## config.mk

```make
export PLATFORM = sky130hd
export DESIGN_NAME = mfcc_mel_filter_acc_flat
export DESIGN_NICKNAME = d
export VERILOG_FILES = /design/src/rtl/mfcc_mel_pkg.sv /design/src/rtl/mfcc_mel_filter_acc_if.sv /design/src/rtl/mfcc_mel_mac.sv /design/src/rtl/mfcc_mel_filter_acc.sv /design/src/flat_wrapper.sv
export SDC_FILE = /design/constraint.sdc
export NUM_CORES = 1
export LEC_CHECK = 0
export CAP_MARGIN = 20
export CORE_MARGIN = 4
export CORE_UTILIZATION = 57
export DETAILED_ROUTE_END_ITERATION = 8
export DONT_BUFFER_PORTS = 1
export MAX_ROUTING_LAYER = met4
export PLACE_DENSITY_LB_ADDON = 0.2
export SETUP_SLACK_MARGIN = 0.3
export SLEW_MARGIN = 20
export SYNTH_ARGS = -nofsm -noshare
export SYNTH_HDL_FRONTEND = slang
export SYNTH_SLANG_ARGS = --single-unit
```

## constraint.sdc

```tcl
create_clock -name clk -period 13.27 [get_ports clk]
set_input_delay 2.654 -clock clk [delete_from_list [all_inputs] [get_ports clk]]
set_output_delay 2.654 -clock clk [all_outputs]
set_load 0.005 [all_outputs]
```

## src/rtl/mfcc_mel_pkg.sv

```systemverilog
// rtl/mfcc_mel_pkg.sv - default dimensions and FSM state type for the mel filterbank accumulator
package mfcc_mel_pkg;

   localparam int DEF_NUM_BINS    = 257;
   localparam int DEF_NUM_FILTERS = 26;
   localparam int DEF_BIN_W       = 9;
   localparam int DEF_FILT_W      = 5;
   localparam int DEF_SPEC_W      = 32;
   localparam int DEF_WGT_W       = 8;
   localparam int DEF_ACC_W       = 48;

   typedef enum logic [1:0] {
      IDLE  = 2'd0,
      RUN   = 2'd1,
      DRAIN = 2'd2
   } mel_state_e;

endpackage

```

## src/rtl/mfcc_mel_filter_acc_if.sv

```systemverilog
// rtl/mfcc_mel_filter_acc_if.sv - frame control, spectrum/weight read and energy output bundle
interface mfcc_mel_filter_acc_if
   import mfcc_mel_pkg::*;
#(
   parameter int BIN_W  = DEF_BIN_W,
   parameter int FILT_W = DEF_FILT_W,
   parameter int SPEC_W = DEF_SPEC_W,
   parameter int WGT_W  = DEF_WGT_W,
   parameter int ACC_W  = DEF_ACC_W
) ();

   logic              start;
   logic              busy;
   logic [BIN_W-1:0]  spec_addr;
   logic [SPEC_W-1:0] spec_rdata;
   logic [FILT_W-1:0] rom_sel;
   logic [BIN_W-1:0]  rom_addr;
   logic [WGT_W-1:0]  rom_data;
   logic              out_valid;
   logic [FILT_W-1:0] out_idx;
   logic [ACC_W-1:0]  out_energy;
   logic              done;

   // Environment side: frame control, spectrum RAM, weight ROM mux, energy sink
   modport master (
      output start, spec_rdata, rom_data,
      input  busy, spec_addr, rom_sel, rom_addr, out_valid, out_idx, out_energy, done
   );

   modport slave (
      input  start, spec_rdata, rom_data,
      output busy, spec_addr, rom_sel, rom_addr, out_valid, out_idx, out_energy, done
   );

endinterface

```

## src/rtl/mfcc_mel_mac.sv

```systemverilog
// rtl/mfcc_mel_mac.sv - S2 multiply, S3 accumulate and registered energy output.
// Build option MEL_ACC_SAT_EN: accumulation saturates at all-ones instead of wrapping.
module mfcc_mel_mac
   import mfcc_mel_pkg::*;
#(
   parameter int NUM_FILTERS = DEF_NUM_FILTERS,
   parameter int FILT_W      = DEF_FILT_W,
   parameter int SPEC_W      = DEF_SPEC_W,
   parameter int WGT_W       = DEF_WGT_W,
   parameter int ACC_W       = DEF_ACC_W
) (
   input  logic              clk,
   input  logic              rst,
   input  logic              valid_i,
   input  logic              first_i,
   input  logic              last_i,
   input  logic [FILT_W-1:0] filt_i,
   input  logic [WGT_W-1:0]  wgt_i,
   input  logic [SPEC_W-1:0] spec_i,
   output logic              out_valid_o,
   output logic [FILT_W-1:0] out_idx_o,
   output logic [ACC_W-1:0]  out_energy_o,
   output logic              done_o
);

   localparam int PROD_W = SPEC_W + WGT_W;
   localparam logic [FILT_W-1:0] LAST_FILT = FILT_W'(NUM_FILTERS - 1);

   logic [PROD_W-1:0] prod_d, prod_q;
   logic              s2_valid_q, s2_first_q, s2_last_q;
   logic [FILT_W-1:0] s2_filt_q;
   logic [ACC_W-1:0]  acc_d, acc_q;
   logic              s3_valid_q, s3_last_q;
   logic [FILT_W-1:0] s3_filt_q;
   logic              out_valid_q, done_q;
   logic [FILT_W-1:0] out_idx_q;
   logic [ACC_W-1:0]  out_energy_q;

`ifdef MEL_ACC_SAT_EN
   logic [ACC_W:0] sum;
`endif

   assign prod_d = PROD_W'(spec_i) * PROD_W'(wgt_i);

   always_comb begin
`ifdef MEL_ACC_SAT_EN
      sum = {1'b0, acc_q} + (ACC_W+1)'(prod_q);
      if (s2_first_q)
         acc_d = ACC_W'(prod_q);
      else if (sum[ACC_W])
         acc_d = '1;
      else
         acc_d = sum[ACC_W-1:0];
`else
      acc_d = s2_first_q ? ACC_W'(prod_q) : acc_q + ACC_W'(prod_q);
`endif
   end

   always_ff @(posedge clk or posedge rst) begin
      if (rst) begin
         prod_q       <= '0;
         s2_valid_q   <= 1'b0;
         s2_first_q   <= 1'b0;
         s2_last_q    <= 1'b0;
         s2_filt_q    <= '0;
         acc_q        <= '0;
         s3_valid_q   <= 1'b0;
         s3_last_q    <= 1'b0;
         s3_filt_q    <= '0;
         out_valid_q  <= 1'b0;
         done_q       <= 1'b0;
         out_idx_q    <= '0;
         out_energy_q <= '0;
      end else begin
         prod_q     <= prod_d;
         s2_valid_q <= valid_i;
         s2_first_q <= first_i;
         s2_last_q  <= last_i;
         s2_filt_q  <= filt_i;
         if (s2_valid_q)
            acc_q <= acc_d;
         s3_valid_q <= s2_valid_q;
         s3_last_q  <= s2_last_q;
         s3_filt_q  <= s2_filt_q;
         // Energy leaves through its own register so it is stable for a full filter period
         out_valid_q <= s3_valid_q & s3_last_q;
         done_q      <= s3_valid_q & s3_last_q & (s3_filt_q == LAST_FILT);
         if (s3_valid_q & s3_last_q) begin
            out_idx_q    <= s3_filt_q;
            out_energy_q <= acc_q;
         end
      end
   end

   assign out_valid_o  = out_valid_q;
   assign out_idx_o    = out_idx_q;
   assign out_energy_o = out_energy_q;
   assign done_o       = done_q;

endmodule

```

## src/rtl/mfcc_mel_filter_acc.sv

```systemverilog
// rtl/mfcc_mel_filter_acc.sv - mel filterbank sequencer: frame FSM, bin/filter counters, S1 register.
// Build option MEL_ACC_SAT_EN selects saturating accumulation in mfcc_mel_mac.
module mfcc_mel_filter_acc
   import mfcc_mel_pkg::*;
#(
   parameter int NUM_BINS    = DEF_NUM_BINS,
   parameter int NUM_FILTERS = DEF_NUM_FILTERS,
   parameter int BIN_W       = DEF_BIN_W,
   parameter int FILT_W      = DEF_FILT_W,
   parameter int SPEC_W      = DEF_SPEC_W,
   parameter int WGT_W       = DEF_WGT_W,
   parameter int ACC_W       = DEF_ACC_W
) (
   input  logic                  clk,
   input  logic                  rst,
   mfcc_mel_filter_acc_if.slave  bus
);

   localparam logic [BIN_W-1:0]  LAST_BIN  = BIN_W'(NUM_BINS - 1);
   localparam logic [FILT_W-1:0] LAST_FILT = FILT_W'(NUM_FILTERS - 1);

   mel_state_e        state_q;
   logic [BIN_W-1:0]  bin_q;
   logic [FILT_W-1:0] filt_q;
   logic              busy_q;
   logic              s1_valid_q, s1_first_q, s1_last_q;
   logic [FILT_W-1:0] s1_filt_q;
   logic [WGT_W-1:0]  s1_wgt_q;
   logic              mac_done;

   // bin_q/filt_q are left untouched on the final address so the RAM/ROM address holds
   always_ff @(posedge clk or posedge rst) begin
      if (rst) begin
         state_q <= IDLE;
         bin_q   <= '0;
         filt_q  <= '0;
         busy_q  <= 1'b0;
      end else begin
         unique case (state_q)
            IDLE: begin
               if (bus.start) begin
                  state_q <= RUN;
                  bin_q   <= '0;
                  filt_q  <= '0;
                  busy_q  <= 1'b1;
               end
            end
            RUN: begin
               if (bin_q == LAST_BIN) begin
                  if (filt_q == LAST_FILT) begin
                     state_q <= DRAIN;
                  end else begin
                     bin_q  <= '0;
                     filt_q <= filt_q + FILT_W'(1);
                  end
               end else begin
                  bin_q <= bin_q + BIN_W'(1);
               end
            end
            DRAIN: begin
               if (mac_done) begin
                  state_q <= IDLE;
                  busy_q  <= 1'b0;
               end
            end
            default: state_q <= IDLE;
         endcase
      end
   end

   always_ff @(posedge clk or posedge rst) begin
      if (rst) begin
         s1_valid_q <= 1'b0;
         s1_first_q <= 1'b0;
         s1_last_q  <= 1'b0;
         s1_filt_q  <= '0;
         s1_wgt_q   <= '0;
      end else begin
         s1_valid_q <= (state_q == RUN);
         s1_first_q <= (bin_q == '0);
         s1_last_q  <= (bin_q == LAST_BIN);
         s1_filt_q  <= filt_q;
         s1_wgt_q   <= bus.rom_data;
      end
   end

   assign bus.busy      = busy_q;
   assign bus.spec_addr = bin_q;
   assign bus.rom_addr  = bin_q;
   assign bus.rom_sel   = filt_q;
   assign bus.done      = mac_done;

   mfcc_mel_mac #(
      .NUM_FILTERS (NUM_FILTERS),
      .FILT_W      (FILT_W),
      .SPEC_W      (SPEC_W),
      .WGT_W       (WGT_W),
      .ACC_W       (ACC_W)
   ) u_mac (
      .clk          (clk),
      .rst          (rst),
      .valid_i      (s1_valid_q),
      .first_i      (s1_first_q),
      .last_i       (s1_last_q),
      .filt_i       (s1_filt_q),
      .wgt_i        (s1_wgt_q),
      .spec_i       (bus.spec_rdata),
      .out_valid_o  (bus.out_valid),
      .out_idx_o    (bus.out_idx),
      .out_energy_o (bus.out_energy),
      .done_o       (mac_done)
   );

endmodule

```

## src/flat_wrapper.sv

```systemverilog
// flat-port wrapper written by rule: the top's interface ports become plain ports
module mfcc_mel_filter_acc_flat import mfcc_mel_pkg::*;
#(
   parameter int NUM_BINS    = DEF_NUM_BINS,
   parameter int NUM_FILTERS = DEF_NUM_FILTERS,
   parameter int BIN_W       = DEF_BIN_W,
   parameter int FILT_W      = DEF_FILT_W,
   parameter int SPEC_W      = DEF_SPEC_W,
   parameter int WGT_W       = DEF_WGT_W,
   parameter int ACC_W       = DEF_ACC_W
)
  (clk, rst, bus_start, bus_spec_rdata, bus_rom_data, bus_busy, bus_spec_addr, bus_rom_sel, bus_rom_addr, bus_out_valid, bus_out_idx, bus_out_energy, bus_done);
  mfcc_mel_filter_acc_if #(.BIN_W(BIN_W), .FILT_W(FILT_W), .SPEC_W(SPEC_W), .WGT_W(WGT_W), .ACC_W(ACC_W)) bus_i ();
  input  logic clk;
  input  logic rst;
  input wire logic [$bits(bus_i.start)-1:0] bus_start;
  input wire logic [$bits(bus_i.spec_rdata)-1:0] bus_spec_rdata;
  input wire logic [$bits(bus_i.rom_data)-1:0] bus_rom_data;
  output wire logic [$bits(bus_i.busy)-1:0] bus_busy;
  output wire logic [$bits(bus_i.spec_addr)-1:0] bus_spec_addr;
  output wire logic [$bits(bus_i.rom_sel)-1:0] bus_rom_sel;
  output wire logic [$bits(bus_i.rom_addr)-1:0] bus_rom_addr;
  output wire logic [$bits(bus_i.out_valid)-1:0] bus_out_valid;
  output wire logic [$bits(bus_i.out_idx)-1:0] bus_out_idx;
  output wire logic [$bits(bus_i.out_energy)-1:0] bus_out_energy;
  output wire logic [$bits(bus_i.done)-1:0] bus_done;
  assign bus_i.start = bus_start;
  assign bus_i.spec_rdata = bus_spec_rdata;
  assign bus_i.rom_data = bus_rom_data;
  assign bus_busy = bus_i.busy;
  assign bus_spec_addr = bus_i.spec_addr;
  assign bus_rom_sel = bus_i.rom_sel;
  assign bus_rom_addr = bus_i.rom_addr;
  assign bus_out_valid = bus_i.out_valid;
  assign bus_out_idx = bus_i.out_idx;
  assign bus_out_energy = bus_i.out_energy;
  assign bus_done = bus_i.done;
  mfcc_mel_filter_acc #(.NUM_BINS(NUM_BINS), .NUM_FILTERS(NUM_FILTERS), .BIN_W(BIN_W), .FILT_W(FILT_W), .SPEC_W(SPEC_W), .WGT_W(WGT_W), .ACC_W(ACC_W)) u_core (.clk(clk), .rst(rst), .bus(bus_i));
endmodule
```

Yosys cells after proc, flatten, opt, wreduce, memory -nomap -nowiden
Index checks and enable logic that the tools add are counted.

storage, ports and cells
  output and inout port bits = 79
  register bits = 191

operators by class
  bitwise logic cells = 2
  multiplexer cells = 17
  $mul = 1
  $add $sub $neg = 3
  equality and inequality tests = 11
  reductions and logical operators = 8

operators by type and width
  operator             count
  $add 48x40->48       1
  $mux 48              1
  $mul 32x8->40        1
  $mux 9               3
  $pmux 9 s2           1
  $mux 5               3
  $eq 5x5->1 const B   2
  $pmux 5 s2           1
  $add 9x1->9 const B  1
  $eq 9x9->1 const B   1
  $logic_not 9->1      1
  $mux 2               4
  $ne 2x2->1 const B   4
  $reduce_and 4->1     2
  $pmux 2 s3           1
  $reduce_and 3->1     2
  $add 5x1->5 const B  1
  $reduce_bool 2->1    2
  $ne 3x3->1 const B   1
  $and 1x1->1          2
  $eq 2x1->1 const B   1
  $eq 2x2->1 const B   1
  $logic_not 2->1      1
  $mux 1               2
  other kinds (2)      2

Depth between registers and ports, before layout
Gate-level depths: netlist (run 1).

  depth in word-level cells = 4
  gate-level depth with buffers = 21
  mapped depth without buffers = 20

Modules after synthesis
From an unflattened synthesis (run 1), not the netlist that was laid out.

second synthesis, totals
  cell total of the unflattened synthesis = 1,790
  area, all modules = 17,317.9 um^2

by module, submodules not included
  module               area an instance (um^2)  times used  cells an instance
  mfcc_mel_mac         15,842.7                 1           1,660
  mfcc_mel_filter_acc  1,475.2                  1           130

Worst setup path after synthesis (run 1)
OpenSTA, ideal clock, no wires.

  path type = input to register
  start point = input bus_spec_rdata[8]
  end point = register u_core.u_mac.prod_q[38]
  arrival = 7.060 ns
  path slack = 6.130 ns
  data required time = 13.190 ns
  buffers on the path = 0
  cell stages on the path = 18
  cell sequence = and2_1 fa_1 fa_1 fa_1 inv_1 fa_1 inv_1 ha_1 a21o_1 a21o_1 a2111oi_1 o31a_1 a31o_4 a211oi_4 a31oi_2 o21ai_2 a21oi_2 xnor2_1

between the ends
  cells in the longest elaborated chain, start to end = 1

RTL lines
  item                         RTL line            text
  start, declared              flat_wrapper.sv:17  input wire logic [$bits(bus_i.spec_rdata)-1:0] bus_spec_rdata;
  $mul 32x8->40                mfcc_mel_mac.sv:43  assign prod_d = PROD_W'(spec_i) * PROD_W'(wgt_i);
  net u_core.u_mac.prod_d[38]  mfcc_mel_mac.sv:29  logic [PROD_W-1:0] prod_d, prod_q;
  end signal, assigned         mfcc_mel_mac.sv:75  prod_q <= prod_d;
  end, declared                mfcc_mel_mac.sv:29

The timed path passes the listed nets, and every way through them passes these cells.
A chain may end at the register's enable or synchronous reset.

Worst setup path in the final report (run 1)
  start point = input bus_spec_rdata[5]
  end point = register u_core.u_mac.prod_q[33]

The elaborated chain is that of the path after synthesis.

==> flow_summary.json, run 1 <==
{
  "run_status": "complete, no violations",
  "grt_pass1_wl_mm": 60.7,
  "leakage_nw": 8.57,
  "syn_inst": 1760,
  "post-route-period-util": 0.528,
  "critical_path_required_ns": 13.59,
  "clockBufferDepth": 2,
  "fin_setup_tns_ns": 0,
  "htreeDepth": 4,
  "timing.hold.ws_ns": 0.355,
  "dr.first_iter.drc_count": 578,
  "fmax_mhz": 143,
  "cp-start-kind": "primary input",
  "postCtsSetupBuffers": 0,
  "cts_buffers": 17,
  "post_cts_resized": 0,
  "initial_core_util": 0.585,
  "slew_headroom": 0.273,
  "antenna_found_initial": 0,
  "cts_tree": "built",
  "grt_pass1_vias": 12000,
  "period_needed_ns": 7.01,
  "port_buffers": 0,
  "setup_violations": 0,
  "dieArea_mm2": 0.0326,
  "path_class": "in2reg",
  "async_flop_share": 1.00,
  "track_usage": 0.230,
  "ios": 122,
  "drc": 0,
  "grt_max_degree": 118,
  "yosys_most_used_dff": "dfrtp_1",
  "num_rows": 62,
  "yosysMostFrequentCell": "and2_1",
  "layout-drive-gt1-share": 0.0621,
  "synth_area_leaders": "dfrtp_1 28%, fa_1 21%, and2_1 7.7%",
  "ys_ff_latch": 191,
  "vias": 11700,
  "hold_buffers": 0,
  "end_kind": "flop",
  "yosys.area.top_type_share": 0.281,
  "first_pass_iters": 5,
  "areaGrowthSynthToFinish_pct": 4.48,
  "critical_path.max_fanout": 8,
  "worstPathArrival_ns": 7.33,
  "yosysWarningCount": 0,
  "nets": 2037,
  "hold_viol": 0,
  "dp_hpwl_mm": 27.5,
  "powerDensity_mw_per_mm2": 254,
  "die_h_um": 181,
  "startpoint": "bus_spec_rdata[5]",
  "via_per_inst": 5.57,
  "clock_latency_ns": 0.44,
  "post_drt_wl_per_cell_um": 16.8,
  "final-instance-count-excl-fill": 2106,
  "min_path_type": "reg2reg",
  "finalClockSkew_ns": 0.0189,
  "final_core_util": 0.612,
  "ir_drop_v": 0.000122,
  "yosysTopAreaCell": "dfrtp_1",
  "clock-sinks": 191,
  "hp-start": "u_core.s1_first_q",
  "drtAntennaViolNets": 0,
  "diodes": 0,
  "synth.distinct_cells": 63,
  "placed_cells": 2074,
  "coreArea_mm2": 0.0290,
  "synth_nets": 2088,
  "routed_wl_mm": 35.4,
  "r2r_start": "u_core.s1_wgt_q[6]",
  "cts_root_buffer": "clkbuf_16",
  "slew_viol_final": 0,
  "avgSynthCellArea_um2": 9.65,
  "dieWidth_um": 181,
  "ys_top_cells_by_count": "208 x and2_1, 203 x inv_1, 191 x dfrtp_1, 181 x fa_1, 133 x a21oi_1",
  "gp_congestion": 0.893,
  "ys_seq_area_frac": 0.281,
  "synth_edf_count": 0,
  "rsz0062_at_grt": "no",
  "maxCapViolations": 0,
  "worstMarginPinSlew_ns": 1.09,
  "grt_overflow": 0,
  "synthesis.area_mm2": 0.0170,
  "path_clk_slew_ns": 0.08
}
[final timing paths]
path	end	slack, ns	depth (start not counted)
worst max-delay path	u_core.u_mac.prod_q[33]	6.26	16
worst min-delay path	u_core.u_mac.s2_first_q	0.36	0
worst max register to register	u_core.u_mac.prod_q[33]	7.36	16
worst min register to register	u_core.u_mac.s2_first_q	0.36	0
max in group asynchronous	u_core.u_mac.s2_valid_q	9.60	2
min in group asynchronous	u_core.u_mac.acc_q[4]	2.18	1
[worst max-delay path, stage by stage]
cell and delay (ns):
and2_1 0.15, fa_1 0.51, fa_1 0.52, fa_1 0.54, inv_1 0.05, fa_1 0.53, inv_1 0.04, ha_1 0.34
a21o_1 0.18, a21oi_1 0.22, nor2_1 0.09, nor4_1 0.39, a21oi_1 0.24, o21ai_1 0.31, o21ai_1 0.21, o311a_1 0.36
[through the flow]
step                cell area [um^2]  power, mW  worst slack [ns]
CTS                            17700       4.52              6.31
global placement               17200       3.92              5.93
finish                         17700       4.50              6.26
floorplan                      17000       3.43              5.42
detailed placement             17200       4.00              5.85
global route                   17700       4.98              6.06
[flip-flops by register name, indices dropped and copies added, names as in the netlist]
signal and count:
u_core.u_mac.out_valid_o 1, u_core.u_mac.s2_last_q 1, u_core.u_mac.s2_filt_q 5, u_core.bus.busy 1
u_core.u_mac.done_o 1, u_core.u_mac.out_energy_o 48, u_core.bus.rom_addr 9, u_core.state_q 2
u_core.s1_first_q 1, u_core.u_mac.s2_first_q 1, u_core.u_mac.s3_filt_q 5, u_core.s1_filt_q 5
u_core.u_mac.s3_valid_q 1, u_core.u_mac.prod_q 40, u_core.s1_last_q 1, u_core.u_mac.out_idx_o 5
u_core.bus.rom_sel 5, u_core.u_mac.acc_q 48, u_core.u_mac.s2_valid_q 1, u_core.u_mac.s3_last_q 1
u_core.s1_wgt_q 8, u_core.s1_valid_q 1
[final cells by class]
class,count,area (um^2)
Clock buffer,18,429
Clock inverter,14,143
Fill cell,2466,11300
Inverter,204,773
Multi-Input combinational cell,1291,11100
Sequential cell,191,4780
Tap cell,384,480
Timing Repair Buffer,4,30.0
[where the power goes]
group          switching, mW  internal, mW  leakage, nW
registers              0.229         0.851         2.36
logic                   1.63          1.30         5.93
clock network          0.242         0.250        0.274
[metal layers]
layer  vias up  wire length, um  global-route usage  part of all wire
li1       5640                -                   -                 -
met1      5776            17000               0.323              0.48
met2       290            16200               0.357              0.46
met3        26             1920              0.0454             0.054
met4         0              318              0.0426            0.0090
met5         -                0                   -                 0
[cell usage in the layout (no fill, tap or decap), types with 40 or more instances in the layout]
cell and count:
a21o_1 40, mux2_2 51, xnor2_1 42, o21ai_0 56, a21oi_1 133, dfrtp_1 188
inv_1 202, fa_1 181, nand2_1 119, nor2_1 112, ha_1 104, and2_1 208
[kinds of logic after synthesis]
kind of cell | share of synthesized area
mux | 0.0421
buf+inv | 0.0647
fa+ha+maj | 0.290
xor+xnor | 0.0387
simple gates | 0.167
flops | 0.281
compound gates | 0.116
Power figures use the tool's default switching activity.
==> run 2: changes to the inputs <==
- clock period: 13.27 -> 6.1 ns (I/O delays scaled with it)
==> run 2 against run 1 <==
Effect of this change: count of clock-buffer cells in the layout grew 1; setup slack lost 5.8 ns; non-clock buffer count grew 11; largest power group unchanged; highest routed layer unchanged.
==> flow_summary.json, run 2 (synthesis gave the netlist of run 1 again) <==
{
  "cts_tree": "built",
  "slew_headroom": 0.464,
  "path_clk_slew_ns": 0.07,
  "powerDensity_mw_per_mm2": 550,
  "gp_congestion": 0.893,
  "crit_top_cell": "fa_1",
  "hp-start": "u_core.u_mac.s2_filt_q[4]",
  "coreArea_mm2": 0.0290,
  "post_cts_resized": 0,
  "hold_depth": 0,
  "critical_path.max_fanout": 8,
  "nets": 2048,
  "reg2regPathDepth": 16,
  "worstMarginPinSlew_ns": 0.803,
  "maxCapViolations": 0,
  "worstPathArrival_ns": 5.91,
  "final_core_util": 0.616,
  "post-route-period-util": 0.918,
  "track_usage": 0.234,
  "vias": 11700,
  "dr.first_iter.drc_count": 629,
  "r2r_start": "u_core.s1_wgt_q[6]",
  "grt_overflow": 0,
  "die_h_um": 181,
  "cp-start-kind": "primary input",
  "slew_viol_final": 0,
  "initial_core_util": 0.585,
  "grt_pass1_vias": 12100,
  "min_path_type": "reg2reg",
  "fmax_mhz": 179,
  "port_buffers": 0,
  "num_rows": 62,
  "clock-sinks": 191,
  "clockBufferDepth": 2,
  "dieArea_mm2": 0.0326,
  "drtAntennaViolNets": 0,
  "period_needed_ns": 5.60,
  "first_pass_iters": 5,
  "final_common_cell": "and2_1",
  "clock_latency_ns": 0.44,
  "hold_buffers": 0,
  "dieWidth_um": 181,
  "critical_path_required_ns": 6.41,
  "fillers": 2447,
  "diodes": 0,
  "post_drt_wl_per_cell_um": 16.8,
  "postCtsSetupBuffers": 0,
  "leakage_nw": 8.64,
  "setup_violations": 0,
  "layout-drive-gt1-share": 0.0704,
  "path_class": "in2reg",
  "r2r_slack_ns": 0.61,
  "power_mw": 9.83,
  "finalClockSkew_ns": 0.0172,
  "reg2reg_to": "u_core.u_mac.prod_q[33]",
  "timing.hold.ws_ns": 0.350,
  "areaGrowthSynthToFinish_pct": 5.19,
  "ir_drop_v": 0.000240,
  "ios": 122,
  "cts_buffers": 17,
  "run_status": "complete, no violations",
  "drc": 0,
  "via_per_inst": 5.54,
  "rsz0062_at_grt": "no",
  "htreeDepth": 4,
  "fin_setup_tns_ns": 0,
  "dp_hpwl_mm": 27.7,
  "routed_wl_mm": 35.5,
  "antenna_found_initial": 0,
  "cpMaxStageDelayCell": "fa_1",
  "layout_common_cells": "208 x and2_1, 202 x inv_1, 185 x dfrtp_1, 181 x fa_1, 133 x a21oi_1",
  "hold_viol": 0,
  "worstPathCellList": "and2_1, fa_1, fa_1, fa_1, inv_1, fa_1, inv_1, ha_1, a21o_1, a21oi_1, nor2_1, nor4_1, a21oi_1, o21ai_1, o21ai_1, o311a_1",
  "grt_max_degree": 100,
  "critPathMaxStageDelay_ns": 0.54,
  "cts_root_buffer": "clkbuf_16",
  "hold-path-endpoint": "u_core.u_mac.s3_filt_q[4]",
  "end_kind": "flop",
  "grt_pass1_wl_mm": 61.6
}
[run 2: worst max-delay path, delay by kind of cell]
kind,cells,cell delay [ns]
adder cells (fa/ha/maj),5,2.44
buffers and inverters,2,0.09
AND/OR/NAND/NOR,3,0.62
AO/OA/AOI/OAI,6,1.51
[run 2: per-layer routing]
metal  GRT usage  vias up  wire (um)
li1            -     5660          -
met1       0.332     5770      16800
met2       0.355      281      16100
met3      0.0511       25       2250
met4      0.0423        0        329
met5           -        -          0
[run 2: cell type report]
type	count	area (um^2)	area share
inverters	204	769	0.0431
well taps	384	480	0.0269
clock inverters	13	124	0.00693
clock buffers	19	453	0.0254
multi-input cells	1291	11100	0.622
repair buffers	15	138	0.00770
flip-flops and latches	191	4790	0.268
[run 2: through the flow]
| stage | worst slack (ns) | area [um^2] | cells |
|---|---|---|---|
| floorplan | 0.394 | 17000 | 1760 |
| global placement | 0.202 | 17300 | 2084 |
| detailed placement | 0.0959 | 17300 | 2084 |
| CTS | 0.402 | 17800 | 2116 |
| global route | 0.311 | 17900 | 2117 |
| finish | 0.500 | 17900 | 2117 |
[run 2: power breakdown]
| group | internal, mW | total, mW | switching (mW) | leakage (nW) |
|---|---|---|---|---|
| Combinational | 2.85 | 6.40 | 3.56 | 5.99 |
| Clock | 0.562 | 1.09 | 0.531 | 0.283 |
| Sequential | 1.85 | 2.33 | 0.481 | 2.36 |
[run 2: how the worst max path moves through the flow]
stage,from,endpoint,slack (ns),cells past startpoint
2_1_floorplan,bus_spec_rdata[8],u_core.u_mac.prod_q[38],0.39,18
3_5_place_dp,bus_spec_rdata[8],u_core.u_mac.prod_q[38],0.1,18
6_report,bus_spec_rdata[5],u_core.u_mac.prod_q[33],0.50,16
5_1_grt,bus_spec_rdata[5],u_core.u_mac.prod_q[33],0.31,16
4_1_cts,u_core.s1_wgt_q[2],u_core.u_mac.prod_q[38],0.40,18
3_3_place_gp,bus_spec_rdata[8],u_core.u_mac.prod_q[38],0.20,18
==> run 3: changes to the inputs <==
--- a/config.mk
+++ b/config.mk
@@ -12,3 +12,3 @@
 export DONT_BUFFER_PORTS = 1
-export MAX_ROUTING_LAYER = met4
+export GPL_ROUTABILITY_DRIVEN = 0
 export PLACE_DENSITY_LB_ADDON = 0.2
--- a/constraint.sdc
+++ b/constraint.sdc
@@ -3,2 +3,2 @@
 set_output_delay 1.22 -clock clk [all_outputs]
-set_load 0.005 [all_outputs]
+set_load 0.02 [all_outputs]
==> run 3 against run 2 <==
Effect of this change: clock skew increased by 0.0027 ns; worst hold slack improved by 0.0069 ns; sequential power increased by 9.9%; sequential share of layout area decreased by 0.069 points.
==> flow_summary.json, run 3 (synthesis gave the netlist of run 1 again) <==
{
  "run_status": "complete, no violations",
  "vias": 11700,
  "end_kind": "flop",
  "drtAntennaViolNets": 0,
  "final_common_cell": "and2_1",
  "drc": 0,
  "critical_path_required_ns": 6.42,
  "maxCapViolations": 0,
  "initial_core_util": 0.585,
  "comb_power_share": 0.632,
  "cp_top_family": "adder cells",
  "path_clk_slew_ns": 0.08,
  "htreeDepth": 4,
  "post-route-period-util": 0.919,
  "num_rows": 62,
  "cts_buffers": 17,
  "cpMaxStageDelayCell": "fa_1",
  "min_path_type": "reg2reg",
  "worstMarginPinSlew_ns": 0.812,
  "slew_headroom": 0.458,
  "clockPowerShare": 0.114,
  "port_buffers": 0,
  "hold_viol": 0,
  "dp_hpwl_mm": 27.3,
  "first_pass_iters": 5,
  "p_int_mw": 5.29,
  "final-instance-count-excl-fill": 2116,
  "path_class": "in2reg",
  "powerDensity_mw_per_mm2": 563,
  "setup_violations": 0,
  "areaGrowthSynthToFinish_pct": 5.44,
  "rsz0062_at_grt": "no",
  "track_usage": 0.225,
  "dieArea_mm2": 0.0326,
  "diodes": 0,
  "finalClockSkew_ns": 0.0200,
  "die_h_um": 181,
  "via_per_inst": 5.54,
  "post_drt_wl_per_cell_um": 16.6,
  "design_area_mm2": 0.0179,
  "cts_root_buffer": "clkbuf_16",
  "worstPathCellList": "and2_1, fa_1, fa_1, fa_1, inv_1, fa_1, inv_1, ha_1, a21o_1, a21oi_1, nor2_1, nor4_1, a21oi_1, o21ai_1, o21ai_1, o311a_1",
  "ir_drop_v": 0.000288,
  "clock_latency_ns": 0.45,
  "p_sw_mw": 4.80,
  "grt_overflow": 0,
  "routed_wl_mm": 35.1,
  "fin_setup_tns_ns": 0,
  "sw_frac_of_total": 0.476,
  "grt_max_degree": 192,
  "seqPwrFrac": 0.254,
  "placed_cells": 2083,
  "slew_viol_final": 0,
  "power_mw": 10.1,
  "dieWidth_um": 181,
  "worstPathArrival_ns": 5.92,
  "leakage_nw": 8.66,
  "antenna_found_initial": 0,
  "path_buf_inv": 2,
  "layout_common_cells": "208 x and2_1, 202 x inv_1, 186 x dfrtp_1, 181 x fa_1, 133 x a21oi_1",
  "grt_pass1_wl_mm": 60.6,
  "clockBufferDepth": 2,
  "critical_path.max_fanout": 8,
  "layout-drive-gt1-share": 0.0693,
  "cp-start-kind": "primary input",
  "coreArea_mm2": 0.0290,
  "nets": 2047,
  "dr.first_iter.drc_count": 696,
  "cts_tree": "built",
  "clock-sinks": 191,
  "placed_area_mm2": 0.0172,
  "grt_pass1_vias": 12000,
  "crit_top_cell": "fa_1",
  "fmax_mhz": 178,
  "critPathMaxStageDelay_ns": 0.59,
  "ios": 122,
  "period_needed_ns": 5.61
}
run 3: path summary, 6_finish.rpt:
path / from / to / slack [ns] / depth (start not counted)
max in group asynchronous: rst / u_core.u_mac.prod_q[32] / 4.44 / 3
setup / recovery: bus_spec_rdata[8] / u_core.u_mac.prod_q[33] / 0.49 / 16
hold reg to reg: u_core.s1_first_q / u_core.u_mac.s2_first_q / 0.36 / 0
min in group asynchronous: rst / u_core.u_mac.out_energy_o[12] / 0.74 / 2
hold / removal: u_core.s1_first_q / u_core.u_mac.s2_first_q / 0.36 / 0
setup reg to reg: u_core.s1_wgt_q[5] / u_core.u_mac.prod_q[38] / 0.60 / 18
run 3: metal layers:
layer  GRT usage  up-vias  part of all wire
met5           0        -                 0
met4      0.0535        0             0.011
met3      0.0428       23             0.053
met2       0.355      272              0.46
met1       0.325     5769              0.48
li1            -     5669                 -
run 3: final cells by class:
type,count,area (um^2)
Multi-Input combinational cell,1291,11100
Fill cell,2478,11100
Sequential cell,191,4790
Inverter,204,769
Tap cell,384,480
Clock buffer,17,425
Clock inverter,15,203
Timing Repair Buffer,14,138
run 3: power groups by stage:
| stage | registers, mW | clock network, mW | logic [mW] |
|---|---|---|---|
| 2_1_floorplan | 2.34 | 0 | 5.36 |
| 3_3_place_gp | 2.58 | 0 | 6.19 |
| 3_5_place_dp | 2.60 | 0 | 6.31 |
| 4_1_cts | 2.57 | 1.19 | 6.37 |
| 5_1_grt | 2.64 | 1.24 | 7.28 |
| 6_report | 2.56 | 1.15 | 6.38 |
run 3: what timing repair did:
action / 4_1_cts / 5_1_grt
gates resized for setup: 0 / 3
hold buffers: 0 / 0
setup buffers: 0 / 0
setup endpoints to repair: 0 / 6
run 3: stage by stage:
step / worst slack [ns] / hold slack [ns] / util
after floorplan: 0.394 / 0.331 / -
after global placement: 0.206 / 0.333 / 0.595
after detailed placement: 0.0760 / 0.336 / 0.595
after CTS: 0.463 / 0.357 / 0.616
after global routing: 0.303 / 0.370 / 0.617
final: 0.494 / 0.357 / 0.617
